<file path="config.mk">
export PLATFORM = sky130hd
export DESIGN_NAME = jogo_sequencia_param
export DESIGN_NICKNAME = d
export VERILOG_FILES = /design/src/rtl/jogo_sequencia_param.sv
export SDC_FILE = /design/constraint.sdc
export NUM_CORES = 1
export LEC_CHECK = 0
export CORE_MARGIN = 2
export CORE_UTILIZATION = 25
export DETAILED_ROUTE_END_ITERATION = 7
export GPL_TIMING_DRIVEN = 0
export HOLD_SLACK_MARGIN = 0.1
export PLACE_DENSITY = 0.42
export SLEW_MARGIN = 15
export SYNTH_ARGS = -nofsm -noshare
export SYNTH_HDL_FRONTEND = slang
export SYNTH_SLANG_ARGS = --single-unit
export TNS_END_PERCENT = 100
</file>
<file path="constraint.sdc">
create_clock -name clock -period 3.6 [get_ports clock]
set_input_delay 1.08 -clock clock [delete_from_list [all_inputs] [get_ports clock]]
set_output_delay 1.08 -clock clock [all_outputs]
set_load 0.01 [all_outputs]
</file>
<file path="src/rtl/jogo_sequencia_param.sv">
// rtl/jogo_sequencia_param.sv - parametrised sequence-memory game core; optional play timeout under JOGO_TIMEOUT_EN
module jogo_sequencia_param #(
    parameter int N_CHAVES       = 4,
    parameter int DEPTH          = 16,
    parameter int NUM_RODADAS    = 16,
    parameter int SHOW_CYCLES    = 50000000,
    parameter int GAP_CYCLES     = 25000000,
    parameter int TIMEOUT_CYCLES = 250000000
) (
    input  logic                             clock,
    input  logic                             reset,
    input  logic                             iniciar,
    input  logic [N_CHAVES-1:0]              chaves,
    input  logic                             carrega,
    input  logic [$clog2(DEPTH)-1:0]         endereco,
    input  logic [N_CHAVES-1:0]              dado,
    output logic                             acertou,
    output logic                             errou,
    output logic                             pronto,
    output logic [N_CHAVES-1:0]              leds,
    output logic [$clog2(NUM_RODADAS+1)-1:0] rodada,
    output logic                             timeout,
    output logic [3:0]                       db_estado
);

    localparam int AW   = $clog2(DEPTH);
    localparam int RW   = $clog2(NUM_RODADAS + 1);
    localparam int MAXC = (SHOW_CYCLES > GAP_CYCLES) ? SHOW_CYCLES : GAP_CYCLES;
    localparam int CW   = (MAXC > 1) ? $clog2(MAXC) : 1;

    typedef enum logic [2:0] {
        INICIAL    = 3'd0,
        PREPARA    = 3'd1,
        MOSTRA     = 3'd2,
        ESPERA     = 3'd3,
        COMPARA    = 3'd4,
        PROXIMA    = 3'd5,
        FIM_ACERTO = 3'd6,
        FIM_ERRO   = 3'd7
    } estado_t;

    // Parameter sanity checks, evaluated at elaboration only
    if (N_CHAVES < 2) begin : g_chk_chaves
        $error("N_CHAVES must be at least 2");
    end
    if (NUM_RODADAS < 1 || NUM_RODADAS > DEPTH) begin : g_chk_rodadas
        $error("NUM_RODADAS must be in 1..DEPTH");
    end
    if (SHOW_CYCLES < 1 || GAP_CYCLES < 1 || TIMEOUT_CYCLES < 1) begin : g_chk_ciclos
        $error("cycle counts must be at least 1");
    end

    logic [N_CHAVES-1:0] mem [DEPTH];

    estado_t             state_q, state_d;
    logic [RW-1:0]       rodada_q, rodada_d;
    logic [AW-1:0]       indice_q, indice_d;
    logic [AW-1:0]       item_q, item_d;
    logic [CW-1:0]       cnt_q, cnt_d;
    logic                fase_q, fase_d;      // 0: item lit, 1: dark gap
    logic [N_CHAVES-1:0] jogada_q, jogada_d;
    logic [N_CHAVES-1:0] chaves_q;
    logic                iniciar_q;
    logic [N_CHAVES-1:0] leds_q, leds_d;
    logic                acertou_q, errou_q, pronto_q;

`ifdef JOGO_TIMEOUT_EN
    localparam int TW = (TIMEOUT_CYCLES > 1) ? $clog2(TIMEOUT_CYCLES) : 1;
    logic [TW-1:0] wcnt_q, wcnt_d;
    logic          timeout_q, timeout_d;
`endif

    logic inicio;
    logic nova_jogada;
    logic ultimo_item;
    logic ultimo_indice;
    logic one_hot;
    logic pode_escrever;

    assign inicio        = iniciar && !iniciar_q;
    assign nova_jogada   = (chaves != '0) && (chaves_q == '0);
    assign ultimo_item   = (32'(item_q) + 32'd1 == 32'(rodada_q));
    assign ultimo_indice = (32'(indice_q) + 32'd1 == 32'(rodada_q));
    assign one_hot       = (jogada_q != '0) && ((jogada_q & (jogada_q - N_CHAVES'(1))) == '0);
    assign pode_escrever = (state_q == INICIAL) || (state_q == FIM_ACERTO) || (state_q == FIM_ERRO);

    // Sequence memory: written only while no game is running; reset leaves contents intact
    always_ff @(posedge clock) begin
        if (!reset && carrega && pode_escrever) begin
            mem[endereco] <= dado;
        end
    end

    // Next-state logic, round/playback/play bookkeeping and registered output values
    always_comb begin
        state_d  = state_q;
        rodada_d = rodada_q;
        indice_d = indice_q;
        item_d   = item_q;
        cnt_d    = cnt_q;
        fase_d   = fase_q;
        jogada_d = jogada_q;
`ifdef JOGO_TIMEOUT_EN
        wcnt_d    = wcnt_q;
        timeout_d = timeout_q;
`endif
        case (state_q)
            INICIAL, FIM_ACERTO, FIM_ERRO: begin
                if (inicio) begin
                    state_d  = PREPARA;
                    rodada_d = RW'(1);
`ifdef JOGO_TIMEOUT_EN
                    timeout_d = 1'b0;
`endif
                end
            end
            PREPARA: begin
                state_d = MOSTRA;
                item_d  = '0;
                cnt_d   = '0;
                fase_d  = 1'b0;
            end
            MOSTRA: begin
                if (!fase_q) begin
                    if (cnt_q == CW'(SHOW_CYCLES - 1)) begin
                        cnt_d  = '0;
                        fase_d = 1'b1;
                    end else begin
                        cnt_d = cnt_q + CW'(1);
                    end
                end else begin
                    if (cnt_q == CW'(GAP_CYCLES - 1)) begin
                        cnt_d  = '0;
                        fase_d = 1'b0;
                        if (ultimo_item) begin
                            state_d  = ESPERA;
                            indice_d = '0;
`ifdef JOGO_TIMEOUT_EN
                            wcnt_d = '0;
`endif
                        end else begin
                            item_d = item_q + AW'(1);
                        end
                    end else begin
                        cnt_d = cnt_q + CW'(1);
                    end
                end
            end
            ESPERA: begin
                if (nova_jogada) begin
                    jogada_d = chaves;
                    state_d  = COMPARA;
                end
`ifdef JOGO_TIMEOUT_EN
                else if (wcnt_q == TW'(TIMEOUT_CYCLES - 1)) begin
                    state_d   = FIM_ERRO;
                    timeout_d = 1'b1;
                end else begin
                    wcnt_d = wcnt_q + TW'(1);
                end
`endif
            end
            COMPARA: begin
                if (!one_hot || (jogada_q != mem[indice_q])) begin
                    state_d = FIM_ERRO;
                end else if (!ultimo_indice) begin
                    indice_d = indice_q + AW'(1);
                    state_d  = ESPERA;
`ifdef JOGO_TIMEOUT_EN
                    wcnt_d = '0;
`endif
                end else if (rodada_q == RW'(NUM_RODADAS)) begin
                    state_d = FIM_ACERTO;
                end else begin
                    state_d = PROXIMA;
                end
            end
            PROXIMA: begin
                rodada_d = rodada_q + RW'(1);
                state_d  = MOSTRA;
                item_d   = '0;
                cnt_d    = '0;
                fase_d   = 1'b0;
            end
            default: state_d = INICIAL;
        endcase

        leds_d = '0;
        if (state_d == MOSTRA && !fase_d) begin
            leds_d = mem[item_d];
        end else if (state_d == ESPERA) begin
            leds_d = chaves;
        end
    end

    // State and output registers; outputs follow the state being entered so they line up with db_estado
    always_ff @(posedge clock) begin
        if (reset) begin
            state_q   <= INICIAL;
            rodada_q  <= '0;
            indice_q  <= '0;
            item_q    <= '0;
            cnt_q     <= '0;
            fase_q    <= 1'b0;
            jogada_q  <= '0;
            chaves_q  <= '0;
            iniciar_q <= 1'b0;
            leds_q    <= '0;
            acertou_q <= 1'b0;
            errou_q   <= 1'b0;
            pronto_q  <= 1'b0;
`ifdef JOGO_TIMEOUT_EN
            wcnt_q    <= '0;
            timeout_q <= 1'b0;
`endif
        end else begin
            state_q   <= state_d;
            rodada_q  <= rodada_d;
            indice_q  <= indice_d;
            item_q    <= item_d;
            cnt_q     <= cnt_d;
            fase_q    <= fase_d;
            jogada_q  <= jogada_d;
            chaves_q  <= chaves;
            iniciar_q <= iniciar;
            leds_q    <= leds_d;
            acertou_q <= (state_d == FIM_ACERTO);
            errou_q   <= (state_d == FIM_ERRO);
            pronto_q  <= (state_d == FIM_ACERTO) || (state_d == FIM_ERRO);
`ifdef JOGO_TIMEOUT_EN
            wcnt_q    <= wcnt_d;
            timeout_q <= timeout_d;
`endif
        end
    end

    assign acertou   = acertou_q;
    assign errou     = errou_q;
    assign pronto    = pronto_q;
    assign leds      = leds_q;
    assign rodada    = rodada_q;
    assign db_estado = {1'b0, state_q};
`ifdef JOGO_TIMEOUT_EN
    assign timeout   = timeout_q;
`else
    assign timeout   = 1'b0;
`endif

endmodule

</file>
# Word level (Yosys, flattened, before mapping)
# Memory sizes are Yosys's and may differ from the RTL's. A register that Yosys moved wholly into a read port is not among the register bits.
# Cells that the tools add are included.
dict set report word_totals {
  word_cells 107
  regBits 59
  out_inout_bits 17
  in_bits 16
  ramBits 64
  memories 1
}
# memory depth word_bits read_ports rd_clocked_by_memory_dff write_ports line_no
set mem_list {}
lappend mem_list {mem 16 4 2 1 1 53} ;# logic [N_CHAVES-1:0] mem [DEPTH];
dict set report classes {
  n_addsub 7
  reduce_logical 27
  eq_ne 23
  n_mux 35
  bitwise_logic 1
}
# op count
set ops {}
lappend ops {{$mux 26} 3}
lappend ops {{$pmux 26 s2} 1}
lappend ops {{$mux 4} 12}
lappend ops {{$add 26x1->26 const B} 1}
lappend ops {{$eq 26x25->1 const B} 1}
lappend ops {{$eq 26x26->1 const B} 1}
lappend ops {{$mux 3} 7}
lappend ops {{$eq 3x3->1 const B} 6}
lappend ops {{$pmux 4 s2} 2}
lappend ops {{$pmux 3 s5} 1}
lappend ops {{$eq 3x2->1 const B} 4}
lappend ops {{$ne 2x2->1 const B} 6}
lappend ops {{$add 4x1->5 const B} 2}
lappend ops {{$eq 5x5->1} 2}
lappend ops {{$pmux 5 s2} 1}
lappend ops {{$add 4x1->4 const B} 2}
lappend ops {{$logic_not 4->1} 2}
lappend ops {{$reduce_bool 4->1} 2}
lappend ops {{$logic_and 1x1->1} 6}
lappend ops {{$reduce_and 6->1} 1}
lappend ops {{$reduce_bool 2->1} 3}
lappend ops {{$add 5x1->5 const B} 1}
lappend ops {{$eq 5x5->1 const B} 1}
lappend ops {{$mux 1} 5}
lappend ops {{other kinds (13)} 20}

# Depth between registers and ports, before layout
# Gate-level depths: netlist of the first run.
dict set report logic_depth {
  word_depth 11
  ltp_mapped 12
  depth_no_buf 11
}

# Worst setup path after synthesis of the first run
# OpenSTA, ideal clock, no wires.
dict set report synth_timing {
  path_type {register -> register}
  start {register item_q[0]}
  end {register leds_q[3] (netlist: leds[3])}
  path_buffers 1
  stages_incl_launch_ff 13
  arrival_ps 3122
  setup_time_ps 135
  path_slack_ps 343
  synth_period_minus_slack_ps 3257
  cell_sequence {dfxtp_1 > ha_1 > o21ba_2 > a221o_1 > a2111oi_2 > or3_4 > mux2i_4 > buf_6 > mux2i_1 > mux2i_1 > a22o_1 > a211oi_1 > o22ai_1}
}
dict set report synth_via {
  elab_chain_len 9
}
# item line_no
set synth_lines {}
lappend synth_lines {{start, declared} 58} ;# logic [AW-1:0] item_q, item_d;
lappend synth_lines {{start signal, assigned} 220} ;# item_q <= item_d;
lappend synth_lines {{parallel branches: the longest is 8 deep, another holds $add 4x1->5} n/a}
lappend synth_lines {{$mux 4 (*)} 189} ;# if (state_d == MOSTRA && !fase_d) begin
lappend synth_lines {{end signal, assigned} 226} ;# leds_q <= leds_d;
lappend synth_lines {{end, declared} 64} ;# logic [N_CHAVES-1:0] leds_q, leds_d;
# Every way passes the cells marked *.
# A chain may end at the register's enable or synchronous reset.

# Worst setup path in the final report of the first run
dict set report layout_timing {
  start {register cnt_q[7]}
  end {register leds_q[0] (netlist: leds[0])}
}
dict set report layout_via {
  elab_chain_len 7
}
# item line_no
set layout_lines {}
lappend layout_lines {{start, declared} 59} ;# logic [CW-1:0] cnt_q, cnt_d;
lappend layout_lines {{start signal, assigned} 221} ;# cnt_q <= cnt_d;
lappend layout_lines {{parallel branches: the longest is 6 deep, another holds $mem_v2 16x4} n/a}
lappend layout_lines {{$mux 4 (*)} 189}
# Marked as above.

==> insert_results.sql, run 1 <==
INSERT INTO impl_metrics (metric_group, metric, value, unit) VALUES
('outcome', 'status', 'finished, final reports clean', ''),
('critical_path', 'slowest_delay', '0.56', 'ns'),
('clocking', 'clock-root-buffer', 'sky130_fd_sc_hd__clkbuf_16', ''),
('timing', 'max_clock_freq', '0.285', 'GHz'),
('floorplanning', 'ios', '33', ''),
('critical_path', 'worstReg2RegStart', 'cnt_q[7]$_SDFFE_PP0N_', ''),
('clocking', 'cts.reportedPaths.clkPinSlew', '0.07', 'ns'),
('finish', 'finish.net_count', '692', ''),
('route', 'via_count', '5109', ''),
('critical_path', 'worst-endpoint-required', '3.95', 'ns'),
('clocking', 'numClockSinks', '127', ''),
('critical_path', 'launching_instance_or_port_of_the_critical_path', 'cnt_q[7]$_SDFFE_PP0N_', ''),
('timing', 'finalMaxSlewViolations', '0', ''),
('finish', 'layout.cells.non_filler', '1019', ''),
('place', 'detailed_place.area', '7230', 'µm²'),
('route', 'routed_wire_length_per_instance', '18.3', 'µm'),
('timing', 'timing.slew.headroom', '29.2', '%'),
('floorplanning', 'die-width', '166', 'µm'),
('timing', 'final-setup-viol-count', '0', ''),
('critical_path', 'cp.buffers_inverters', '2', ''),
('place', 'place.gp.congestion', '0.855', ''),
('critical_path', 'critical-path-top-delay-family', 'simple AND/OR/NAND/NOR gates', ''),
('logic_synthesis', 'ys.flop_type', 'sky130_fd_sc_hd__edfxtp_1', ''),
('logic_synthesis', 'syn_area', '6520', 'µm²'),
('hold_path', 'min_delay_worst_endpoint', 'cnt_q[22]$_SDFFE_PP0N_', ''),
('critical_path', 'timing.critical_path.arrival', '3.86', 'ns'),
('logic_synthesis', 'synth-seq-area-share', '48.8', '%'),
('route', 'drt-initial-drc-count', '405', ''),
('global_route', 'grt_start_max_net_pins', '17', ''),
('hold_path', 'hold_start', 'cnt_q[22]$_SDFFE_PP0N_', ''),
('hold_path', 'hold_path_class', 'reg -> reg', ''),
('timing', 'clock-skew-final', '0.0129', 'ns'),
('timing', 'timing_worst_slew_pin_value', '1.06', 'ns'),
('logic_synthesis', 'postSynthCellCount', '618', ''),
('global_route', 'grt_first_pass_wirelength', '28600', 'µm'),
('clocking', 'cts_tree', 'built', ''),
('route', 'drc', '0', ''),
('critical_path', 'timing.setup.critical_path_class', 'reg -> reg', ''),
('critical_path', 'worstSetupEndpointType', 'register', ''),
('timing', 'setup-tns-final', '0', 'ns'),
('critical_path', 'r2r_cells', '12', ''),
('critical_path', 'reg2reg_slack', '0.09', 'ns'),
('route', 'detailedRoute.firstPassIterationCount', '5', ''),
('critical_path', 'critical-path-top-cell-by-count', 'sky130_fd_sc_hd__nand2_1', ''),
('floorplanning', 'die_height', '166', 'µm'),
('finish', 'layout.cell_area.non_filler', '8010', 'µm²'),
('logic_synthesis', 'synth-seq-cells', '127', ''),
('floorplanning', 'core_area', '25800', 'µm²'),
('power_and_ir_drop', 'leakage', '2.55', 'nW'),
('critical_path', 'critical_path.slowest_cell', 'sky130_fd_sc_hd__or4_4', ''),
('clocking', 'holdBufCountCts', '0', ''),
('clocking', 'tritoncts.num_buffers', '17', ''),
('timing', 'final_hold_viol_count', '0', ''),
('critical_path', 'cells_along_the_critical_path', 'buf_6 > or4_4 > nor4_4 > nand2_2 > or3_4 > buf_4 > mux2_1 > nand2_1 > nand2_1 > or3_1 > o211a_1 > o22ai_1', ''),
('critical_path', 'crit_path_start_kind', 'register', ''),
('timing', 'unrepaired_setup_endpoints_after_global_routing', 'true', ''),
('logic_synthesis', 'asyncSetResetFlopFracSynth', '0', '%'),
('global_route', 'antenna_found_initial', '0', ''),
('logic_synthesis', 'synth.distinct_cells', '73', ''),
('route', 'drtAntennaViolNets', '0', ''),
('place', 'port-buffer-count', '29', ''),
('finish', 'final_layout_size_suffix_gt1_share', '14.3', '%'),
('global_route', 'global_route.overflow_total', '0', ''),
('logic_synthesis', 'syn-mean-instance-area', '10.6', 'µm²'),
('global_route', 'grtUsageTotal', '14.0', '%'),
('clocking', 'clkLatencyLatePin', '0.42', 'ns'),
('floorplanning', 'num_rows', '59', ''),
('logic_synthesis', 'yosys_warnings', '0', ''),
('floorplanning', 'initial_core_util', '25.2', '%'),
('job', 'cap_viol_max_count', '0', ''),
('logic_synthesis', 'synth-edff-count', '64', '');
[flip-flops by register name, indices dropped and copies added, names as in the netlist, named ones only]
name       flops
mem           64
cnt_q         26
rodada         5
chaves_q       4
indice_q       4
item_q         4
jogada_q       4
leds           4
state_q        3
acertou        1
errou          1
fase_q         1
iniciar_q      1
pronto         1
[through the flow]
stage / setup slack, ns / hold slack (ns)
3_5_place_dp: -0.494 / 0.473
2_1_floorplan: 0.343 / 0.449
6_report: 0.0886 / 0.493
4_1_cts: 0.00547 / 0.488
3_3_place_gp: -0.462 / 0.471
5_1_grt: -0.0107 / 0.526
[how the worst max path moves through the flow]
stage / to / cells past startpoint
CTS: leds[1]$_SDFF_PP0_ / 12
floorplan: leds[3]$_SDFF_PP0_ / 12
global placement: leds[1]$_SDFF_PP0_ / 12
finish: leds[0]$_SDFF_PP0_ / 12
global route: leds[1]$_SDFF_PP0_ / 11
detailed placement: leds[1]$_SDFF_PP0_ / 12
[worst reg2reg max path, cell delays in order, from the launching register on]
cell and delay (ns):
sky130_fd_sc_hd__dfxtp_1 0.31, sky130_fd_sc_hd__buf_6 0.13, sky130_fd_sc_hd__or4_4 0.56, sky130_fd_sc_hd__nor4_4 0.31
sky130_fd_sc_hd__nand2_2 0.13, sky130_fd_sc_hd__or3_4 0.38, sky130_fd_sc_hd__buf_4 0.15, sky130_fd_sc_hd__mux2_1 0.36
sky130_fd_sc_hd__nand2_1 0.16, sky130_fd_sc_hd__nand2_1 0.20, sky130_fd_sc_hd__or3_1 0.43, sky130_fd_sc_hd__o211a_1 0.17
sky130_fd_sc_hd__o22ai_1 0.15
[cell families (layout without fill, tap and decap cells)]
family / after synthesis / count (layout) / share of synthesized area [%]
AND/OR/NAND/NOR: 250 / 250 / 19.3
buffers and inverters: 42 / 107 / 3.17
adder cells (fa/ha/maj): 5 / 5 / 0.959
AO/OA/AOI/OAI: 120 / 120 / 12.6
other: 1 / 2 / 0.0575
XOR/XNOR: 11 / 11 / 1.48
multiplexers: 62 / 62 / 13.6
flip-flops: 127 / 127 / 48.8
[per-layer routing]
| metal | global-route usage, % | vias to the layer above | wire length [µm] |
|---|---|---|---|
| li1 | - | 2432 | - |
| met1 | 18.8 | 2514 | 8790 |
| met2 | 22.4 | 145 | 8680 |
| met3 | 3.20 | 18 | 878 |
| met4 | 4.47 | 0 | 265 |
| met5 | 0 | - | 0 |
[where the power goes]
part,leakage [nW],switching (mW),total (mW),internal [mW]
Clock,0.287,0.800,1.73,0.932
Sequential,1.09,0.0102,1.54,1.53
Combinational,1.18,0.140,0.215,0.0748
[what timing repair did]
item / 4_1_cts / 5_1_grt
setup buffers: 4 / 1
pin swaps: 2 / 4
gates resized for setup: 13 / 17
setup endpoints to repair: 12 / 10
[cells in the final DEF (no fill, tap or decap), types with 6 or more instances in the layout]
cell type / count
sky130_fd_sc_hd__nor2_1: 80
sky130_fd_sc_hd__nand2_1: 64
sky130_fd_sc_hd__edfxtp_1: 64
sky130_fd_sc_hd__dfxtp_1: 61
sky130_fd_sc_hd__a21oi_1: 39
sky130_fd_sc_hd__mux2i_1: 37
sky130_fd_sc_hd__clkdlybuf4s50_1: 29
sky130_fd_sc_hd__o21ai_0: 21
sky130_fd_sc_hd__clkbuf_16: 17
sky130_fd_sc_hd__clkbuf_1: 16
sky130_fd_sc_hd__nand3_1: 16
sky130_fd_sc_hd__nor3_1: 14
sky130_fd_sc_hd__a311oi_1: 10
sky130_fd_sc_hd__nand3b_1: 9
sky130_fd_sc_hd__mux4_1: 9
sky130_fd_sc_hd__nor2b_1: 9
sky130_fd_sc_hd__inv_1: 8
sky130_fd_sc_hd__buf_4: 8
sky130_fd_sc_hd__mux4_2: 8
sky130_fd_sc_hd__xnor2_1: 8
sky130_fd_sc_hd__and3_1: 8
sky130_fd_sc_hd__a22oi_1: 7
sky130_fd_sc_hd__nand4_1: 6
[cell usage after synthesis (all sizes together) (11+ instances only)]
library cell / number / area [µm²]
mux4: 17 / 417
o21ai: 22 / 110
mux2i: 39 / 403
a311oi: 11 / 96.3
buf: 15 / 105
edfxtp: 64 / 1920
clkbuf: 18 / 67.6
dfxtp: 63 / 1260
nand2: 65 / 244
nor3: 14 / 70.1
nand3: 17 / 97.6
a21oi: 41 / 205
nor2: 80 / 300
[final cells by class]
type,instances,area (µm²)
clock buffer,17,425
sequential,127,3190
multi-input combinational,450,3260
timing repair buffer,34,328
clock inverter,15,165
inverter,9,33.8
buffer,32,189
fill,2671,17800
tap,335,419
Power figures use the tool's default switching activity.
==> inputs of run 2 (changes only) <==
--- a/config.mk
+++ b/config.mk
@@ -8,7 +8,6 @@
 export CORE_MARGIN = 2
 export CORE_UTILIZATION = 25
 export DETAILED_ROUTE_END_ITERATION = 7
-export GPL_TIMING_DRIVEN = 0
 export HOLD_SLACK_MARGIN = 0.1
 export PLACE_DENSITY = 0.42
 export SLEW_MARGIN = 15
==> insert_results.sql, run 2 (synthesis gave the netlist of run 1 again) <==
INSERT INTO impl_metrics (metric_group, metric, value, unit) VALUES
('outcome', 'status', 'finished, final reports clean', ''),
('floorplanning', 'num_rows', '59', ''),
('critical_path', 'cp.buffers_inverters', '2', ''),
('floorplanning', 'ios', '33', ''),
('timing', 'setup-tns-final', '0', 'ns'),
('timing', 'finalMaxSlewViolations', '0', ''),
('clocking', 'htreeDepth', '4', ''),
('timing', 'unrepaired_setup_endpoints_after_global_routing', 'false', ''),
('timing', 'final_hold_viol_count', '0', ''),
('finish', 'commonest_non_fill_non_tap_cell_in_the_layout', 'sky130_fd_sc_hd__nor2_1', ''),
('place', 'port-buffer-count', '30', ''),
('global_route', 'global_route.overflow_total', '0', ''),
('timing', 'holdWs', '0.498', 'ns'),
('hold_path', 'hold_path_class', 'reg -> reg', ''),
('finish', 'flow.area_growth_from_synthesis', '20.8', '%'),
('critical_path', 'cells_along_the_critical_path', 'or4b_1 > nor4_2 > buf_4 > nand2_1 > nor4b_2 > mux2_2 > buf_4 > a21oi_1 > a221oi_2 > a21oi_1 > o211a_1 > o22ai_1', ''),
('power_and_ir_drop', 'total_internal_power', '2.54', 'mW'),
('route', 'via_count', '4961', ''),
('floorplanning', 'initial_core_util', '25.2', '%'),
('clocking', 'numClockSinks', '127', ''),
('timing', 'timing.slew.headroom', '51.1', '%'),
('critical_path', 'timing.setup.critical_path_class', 'reg -> reg', ''),
('power_and_ir_drop', 'switching_share', '26.9', '%'),
('clocking', 'cts.reportedPaths.clkPinSlew', '0.07', 'ns'),
('finish', 'final-seq-area', '3180', 'µm²'),
('finish', 'finish.net_count', '681', ''),
('critical_path', 'crit_path_start_kind', 'register', ''),
('clocking', 'clkLatencyLatePin', '0.43', 'ns'),
('critical_path', 'worst-endpoint-required', '3.91', 'ns'),
('critical_path', 'slowest_delay', '0.55', 'ns'),
('global_route', 'grt_start_max_net_pins', '53', ''),
('clocking', 'cts_tree', 'built', ''),
('finish', 'layout.cell_area.non_filler', '7880', 'µm²'),
('timing', 'max_clock_freq', '0.294', 'GHz'),
('critical_path', 'critical_path.slowest_cell', 'sky130_fd_sc_hd__or4b_1', ''),
('power_and_ir_drop', 'leakage', '2.52', 'nW'),
('route', 'drc', '0', ''),
('power_and_ir_drop', 'switching_power', '937', 'µW'),
('finish', 'layout.filler_cells', '2661', ''),
('route', 'totalWireLength', '17900', 'µm'),
('critical_path', 'timing.critical_path.arrival', '3.72', 'ns'),
('finish', 'registers.top_by_ff_count', 'mem', ''),
('route', 'routed_wire_length_per_instance', '17.7', 'µm'),
('timing', 'timing_worst_slew_pin_value', '0.728', 'ns'),
('place', 'place.detailed.hpwl', '12900', 'µm'),
('global_route', 'antenna_found_initial', '0', ''),
('finish', 'multi_input_area', '3150', 'µm²'),
('power_and_ir_drop', 'p_clk_share', '49.5', '%'),
('global_route', 'grtUsageTotal', '13.6', '%'),
('timing', 'clock-skew-final', '0.0117', 'ns'),
('timing', 'fin_ws', '0.194', 'ns'),
('finish', 'most-common-layout-cells', '80 x sky130_fd_sc_hd__nor2_1, 65 x sky130_fd_sc_hd__nand2_1, 64 x sky130_fd_sc_hd__edfxtp_1', ''),
('timing', 'final_worst_path_cycle_share', '94.6', '%'),
('timing', 'layout_min_cycle_time', '3.41', 'ns'),
('floorplanning', 'die-width', '166', 'µm'),
('critical_path', 'worstSetupEndpointType', 'register', ''),
('global_route', 'grt_first_pass_wirelength', '27900', 'µm'),
('finish', 'antenna-diode-count', '0', ''),
('place', 'dp_worst_setup_slack', '0.0894', 'ns'),
('clocking', 'max-clock-path-buffers', '2', ''),
('clocking', 'tritoncts.num_buffers', '17', ''),
('route', 'drt-initial-drc-count', '467', ''),
('floorplanning', 'die_height', '166', 'µm'),
('timing', 'final-setup-viol-count', '0', ''),
('power_and_ir_drop', 'sequential_share_of_power', '44.5', '%'),
('route', 'viasPerCell', '4.92', ''),
('finish', 'final_layout_size_suffix_gt1_share', '13.8', '%'),
('power_and_ir_drop', 'vdd_drop_max', '0.000334', 'V'),
('floorplanning', 'design.die.area', '27400', 'µm²'),
('place', 'place.gp.congestion', '0.801', ''),
('route', 'detailedRoute.firstPassIterationCount', '5', ''),
('floorplanning', 'core_area', '25800', 'µm²'),
('route', 'drtAntennaViolNets', '0', ''),
('critical_path', 'peak_fanout_along_the_critical_path', '9', ''),
('clocking', 'holdBufCountCts', '0', ''),
('job', 'cap_viol_max_count', '0', ''),
('finish', 'number_of_flip_flops_under_the_largest_register_name', '64', ''),
('power_and_ir_drop', 'comb_power_share', '6.0', '%'),
('place', 'detailed_place.area', '7280', 'µm²'),
('power_and_ir_drop', 'pwr_density_cell', '442', 'nW/µm²'),
('clocking', 'clock-root-buffer', 'sky130_fd_sc_hd__clkbuf_16', ''),
('global_route', 'via_count_of_the_first_global_routing_pass', '4780', ''),
('critical_path', 'critical-path-top-delay-family', 'simple AND/OR/NAND/NOR gates', '');
## run 2: cell count changes in the layout (fill, tap and decap cells not counted), sizes merged
cell	previous run	this run
clkbuf	35	17
buf	19	26
clkinv	6	4
inv	17	19
## run 2: area by class of cell
class                           instances  share of cell area [%]
Tap cell                              335                    5.32
Clock inverter                         15                    2.03
Inverter                                9                   0.429
Clock buffer                           17                    5.40
Multi-Input combinational cell        450                    39.9
Timing Repair Buffer                   55                    6.45
Sequential cell                       127                    40.4
## run 2: power by group through the flow
stage               sequential (mW)  combinational, mW  clock (mW)
CTS                            1.55              0.210        1.76
finish                         1.55              0.209        1.72
global route                   1.55              0.231        1.83
detailed placement             1.58              0.209           0
floorplan                      1.58              0.114           0
global placement               1.58              0.207           0
## run 2: what timing repair did
item                                    4_1_cts  5_1_grt
buffers inserted                              0        0
resized for setup                             0        3
endpoints found under the setup margin        0       10
## run 2: through the flow
stage | util (%) | cells | power (mW)
after floorplan | - | 619 | 1.69
after global placement | 28.2 | 976 | 1.79
after detailed placement | 28.2 | 976 | 1.79
after CTS | 30.4 | 1008 | 3.52
after global routing | 30.5 | 1008 | 3.61
final | 30.5 | 1008 | 3.48
## run 2: metal layers
metal	vias up	part of all wire (%)	global-route usage, %
met1	2406	48	18.6
met5	-	0	0
met2	133	47	21.6
li1	2404	-	-
met3	18	4.2	2.70
met4	0	1.4	4.66
## run 2: path summary, 6_finish.rpt
check | start | end | slack, ns | cells after the start
hold / removal | cnt_q[22]$_SDFFE_PP0N_ | cnt_q[22]$_SDFFE_PP0N_ | 0.50 | 1
setup / recovery | cnt_q[15]$_SDFFE_PP0N_ | leds[0]$_SDFF_PP0_ | 0.19 | 12
setup reg to reg | cnt_q[15]$_SDFFE_PP0N_ | leds[0]$_SDFF_PP0_ | 0.19 | 12
hold reg to reg | cnt_q[22]$_SDFFE_PP0N_ | cnt_q[22]$_SDFFE_PP0N_ | 0.50 | 1
==> inputs of run 3 (changes only) <==
--- a/config.mk
+++ b/config.mk
@@ -5,11 +5,13 @@
 export SDC_FILE = /design/constraint.sdc
 export NUM_CORES = 1
 export LEC_CHECK = 0
+export ABC_CLOCK_PERIOD_IN_PS = 3100
 export CORE_MARGIN = 2
 export CORE_UTILIZATION = 25
+export CTS_CLUSTER_DIAMETER = 80
 export DETAILED_ROUTE_END_ITERATION = 7
 export HOLD_SLACK_MARGIN = 0.1
-export PLACE_DENSITY = 0.42
+export PLACE_DENSITY = 0.43
 export SLEW_MARGIN = 15
 export SYNTH_ARGS = -nofsm -noshare
 export SYNTH_HDL_FRONTEND = slang
==> constraint.sdc (replaced) <==
create_clock -name clock -period 3.1 [get_ports clock]
set_input_delay 0.93 -clock clock [delete_from_list [all_inputs] [get_ports clock]]
set_output_delay 0.93 -clock clock [all_outputs]
set_load 0.01 [all_outputs]
==> insert_results.sql, run 3 (synthesis gave the netlist of run 1 again) <==
INSERT INTO impl_metrics (metric_group, metric, value, unit) VALUES
('outcome', 'violations', 'setup timing', ''),
('route', 'drtAntennaViolNets', '0', ''),
('global_route', 'grt_start_max_net_pins', '53', ''),
('timing', 'timing.slew.headroom', '57.4', '%'),
('finish', 'layout.cells.non_filler', '1077', ''),
('global_route', 'via_count_of_the_first_global_routing_pass', '5240', ''),
('finish', 'most-common-layout-cells', '89 x sky130_fd_sc_hd__buf_4, 80 x sky130_fd_sc_hd__nor2_1, 64 x sky130_fd_sc_hd__edfxtp_1', ''),
('floorplanning', 'core_area', '25800', 'µm²'),
('timing', 'fin_ws', '-0.0281', 'ns'),
('floorplanning', 'die_height', '166', 'µm'),
('outcome', 'status', 'complete, but fails checks', ''),
('route', 'totalWireLength', '18300', 'µm'),
('finish', 'finish.net_count', '750', ''),
('clocking', 'holdBufCountCts', '0', ''),
('critical_path', 'cells_along_the_critical_path', 'ha_4 > o21ba_2 > a221o_1 > a2111oi_4 > or3_4 > mux2i_4 > buf_12 > buf_4 > mux2i_1 > a22oi_1 > a211oi_2 > o22ai_1', ''),
('finish', 'final_layout_size_suffix_gt1_share', '25.1', '%'),
('route', 'dr_wl_met3', '897', 'µm'),
('power_and_ir_drop', 'leakage', '2.94', 'nW'),
('clocking', 'max-clock-path-buffers', '2', ''),
('global_route', 'global_route.overflow_total', '0', ''),
('power_and_ir_drop', 'pwr_density_cell', '473', 'nW/µm²'),
('finish', 'commonest_non_fill_non_tap_cell_in_the_layout', 'sky130_fd_sc_hd__buf_4', ''),
('timing', 'finalMaxSlewViolations', '0', ''),
('critical_path', 'slowest_delay', '0.37', 'ns'),
('route', 'met2_wirelength', '8540', 'µm'),
('route', 'drc', '0', ''),
('timing', 'unrepaired_setup_endpoints_after_global_routing', 'true', ''),
('route', 'via_count', '5250', ''),
('global_route', 'antenna_found_initial', '0', ''),
('global_route', 'grtUsageTotal', '13.8', '%'),
('finish', 'utilization', '33.1', '%'),
('finish', 'registers.top_by_ff_count', 'mem', ''),
('floorplanning', 'design.die.area', '27400', 'µm²'),
('critical_path', 'critical_path.slowest_cell', 'sky130_fd_sc_hd__a221o_1', ''),
('timing', 'final_hold_viol_count', '0', ''),
('route', 'detailedRoute.firstPassIterationCount', '5', ''),
('place', 'port-buffer-count', '30', ''),
('critical_path', 'crit_path_start_kind', 'register', ''),
('timing', 'timing_worst_slew_pin_value', '0.636', 'ns'),
('critical_path', 'worst-endpoint-required', '3.39', 'ns'),
('critical_path', 'worstSetupEndpointType', 'register', ''),
('place', 'place_inst', '1043', ''),
('job', 'cap_viol_max_count', '0', ''),
('global_route', 'grt_first_pass_wirelength', '28800', 'µm'),
('finish', 'flow.area_growth_from_synthesis', '31.1', '%'),
('place', 'place.gp.congestion', '0.830', ''),
('route', 'highest-signal-layer', 'met4', ''),
('clocking', 'numClockSinks', '127', ''),
('floorplanning', 'ios', '33', ''),
('finish', 'antenna-diode-count', '0', ''),
('critical_path', 'peak_fanout_along_the_critical_path', '16', ''),
('clocking', 'clkLatencyLatePin', '0.42', 'ns'),
('clocking', 'htreeDepth', '4', ''),
('route', 'wirelength_met1', '8490', 'µm'),
('clocking', 'cts.reportedPaths.clkPinSlew', '0.06', 'ns'),
('clocking', 'tritoncts.num_buffers', '17', ''),
('floorplanning', 'num_rows', '59', ''),
('timing', 'clock-skew-final', '0.0135', 'ns'),
('timing', 'final_worst_path_cycle_share', '101', '%'),
('finish', 'number_of_flip_flops_under_the_largest_register_name', '64', ''),
('clocking', 'cts_tree', 'built', ''),
('timing', 'max_clock_freq', '0.320', 'GHz'),
('timing', 'final-setup-viol-count', '2', ''),
('power_and_ir_drop', 'vdd_drop_max', '0.000359', 'V'),
('critical_path', 'timing.critical_path.arrival', '3.42', 'ns'),
('route', 'drt-initial-drc-count', '452', ''),
('floorplanning', 'die-width', '166', 'µm'),
('place', 'place.detailed.hpwl', '13500', 'µm'),
('route', 'viasPerCell', '4.87', ''),
('timing', 'layout_min_cycle_time', '3.13', 'ns'),
('hold_path', 'hold_path_class', 'reg -> reg', ''),
('floorplanning', 'initial_core_util', '25.2', '%'),
('critical_path', 'timing.setup.critical_path_class', 'reg -> reg', ''),
('route', 'routed_wire_length_per_instance', '17.0', 'µm'),
('clocking', 'clock-root-buffer', 'sky130_fd_sc_hd__clkbuf_16', '');
[run 3: worst paths after layout]
path	slack, ns	to	startpoint	cells after the start
worst min-delay path	0.50	cnt_q[25]$_SDFFE_PP0N_	cnt_q[25]$_SDFFE_PP0N_	1
worst min register to register	0.50	cnt_q[25]$_SDFFE_PP0N_	cnt_q[25]$_SDFFE_PP0N_	1
worst max-delay path	-0.03	leds[1]$_SDFF_PP0_	item_q[0]$_SDFF_PP0_	12
worst max register to register	-0.03	leds[1]$_SDFF_PP0_	item_q[0]$_SDFF_PP0_	12
[run 3: worst max-delay path, delay by kind of cell (launching register included)]
family	cells	cell delay, ns
buffers and inverters	2	0.36
AO/OA/AOI/OAI	6	1.47
flip-flops	1	0.34
adder cells (fa/ha/maj)	1	0.17
AND/OR/NAND/NOR	1	0.21
multiplexers	2	0.46
[run 3: where the power goes]
part           internal (mW)  switching, mW  total (mW)
Combinational          0.106          0.164       0.269
Sequential              1.78        0.00954        1.79
Clock                   1.08          0.898        1.98
[run 3: final cells by class]
cell class / instances / area (µm²)
Fill cell: 2607 / 17300
Multi-Input combinational cell: 450 / 3270
Sequential cell: 127 / 3190
Timing Repair Buffer: 124 / 1050
Clock buffer: 17 / 425
Tap cell: 335 / 419
Clock inverter: 15 / 163
Inverter: 9 / 35.0
[run 3: metal layers]
layer | GRT usage [%] | vias to the layer above
met4 | 5.09 | 0
met1 | 18.5 | 2551
met2 | 21.9 | 133
met5 | 0 | -
met3 | 2.90 | 23
li1 | - | 2543
[run 3: what timing repair did]
item | 4_1_cts | 5_1_grt
setup endpoints to repair | 14 | 12
buffers inserted | 2 | 0
pin swaps | 10 | 2
resized for setup | 25 | 17
[run 3: through the flow]
stage	power (mW)	hold WS (ns)	area (µm²)	worst slack, ns	TNS [ns]
2_1_floorplan	1.96	0.449	6540	0.0132	0
3_3_place_gp	2.09	0.469	7810	-0.454	-1.95
3_5_place_dp	2.09	0.492	7810	-0.465	-2.65
4_1_cts	4.09	0.504	8520	-0.0337	-0.101
5_1_grt	4.18	0.526	8550	-0.176	-0.654
6_report	4.04	0.498	8550	-0.0281	-0.0370
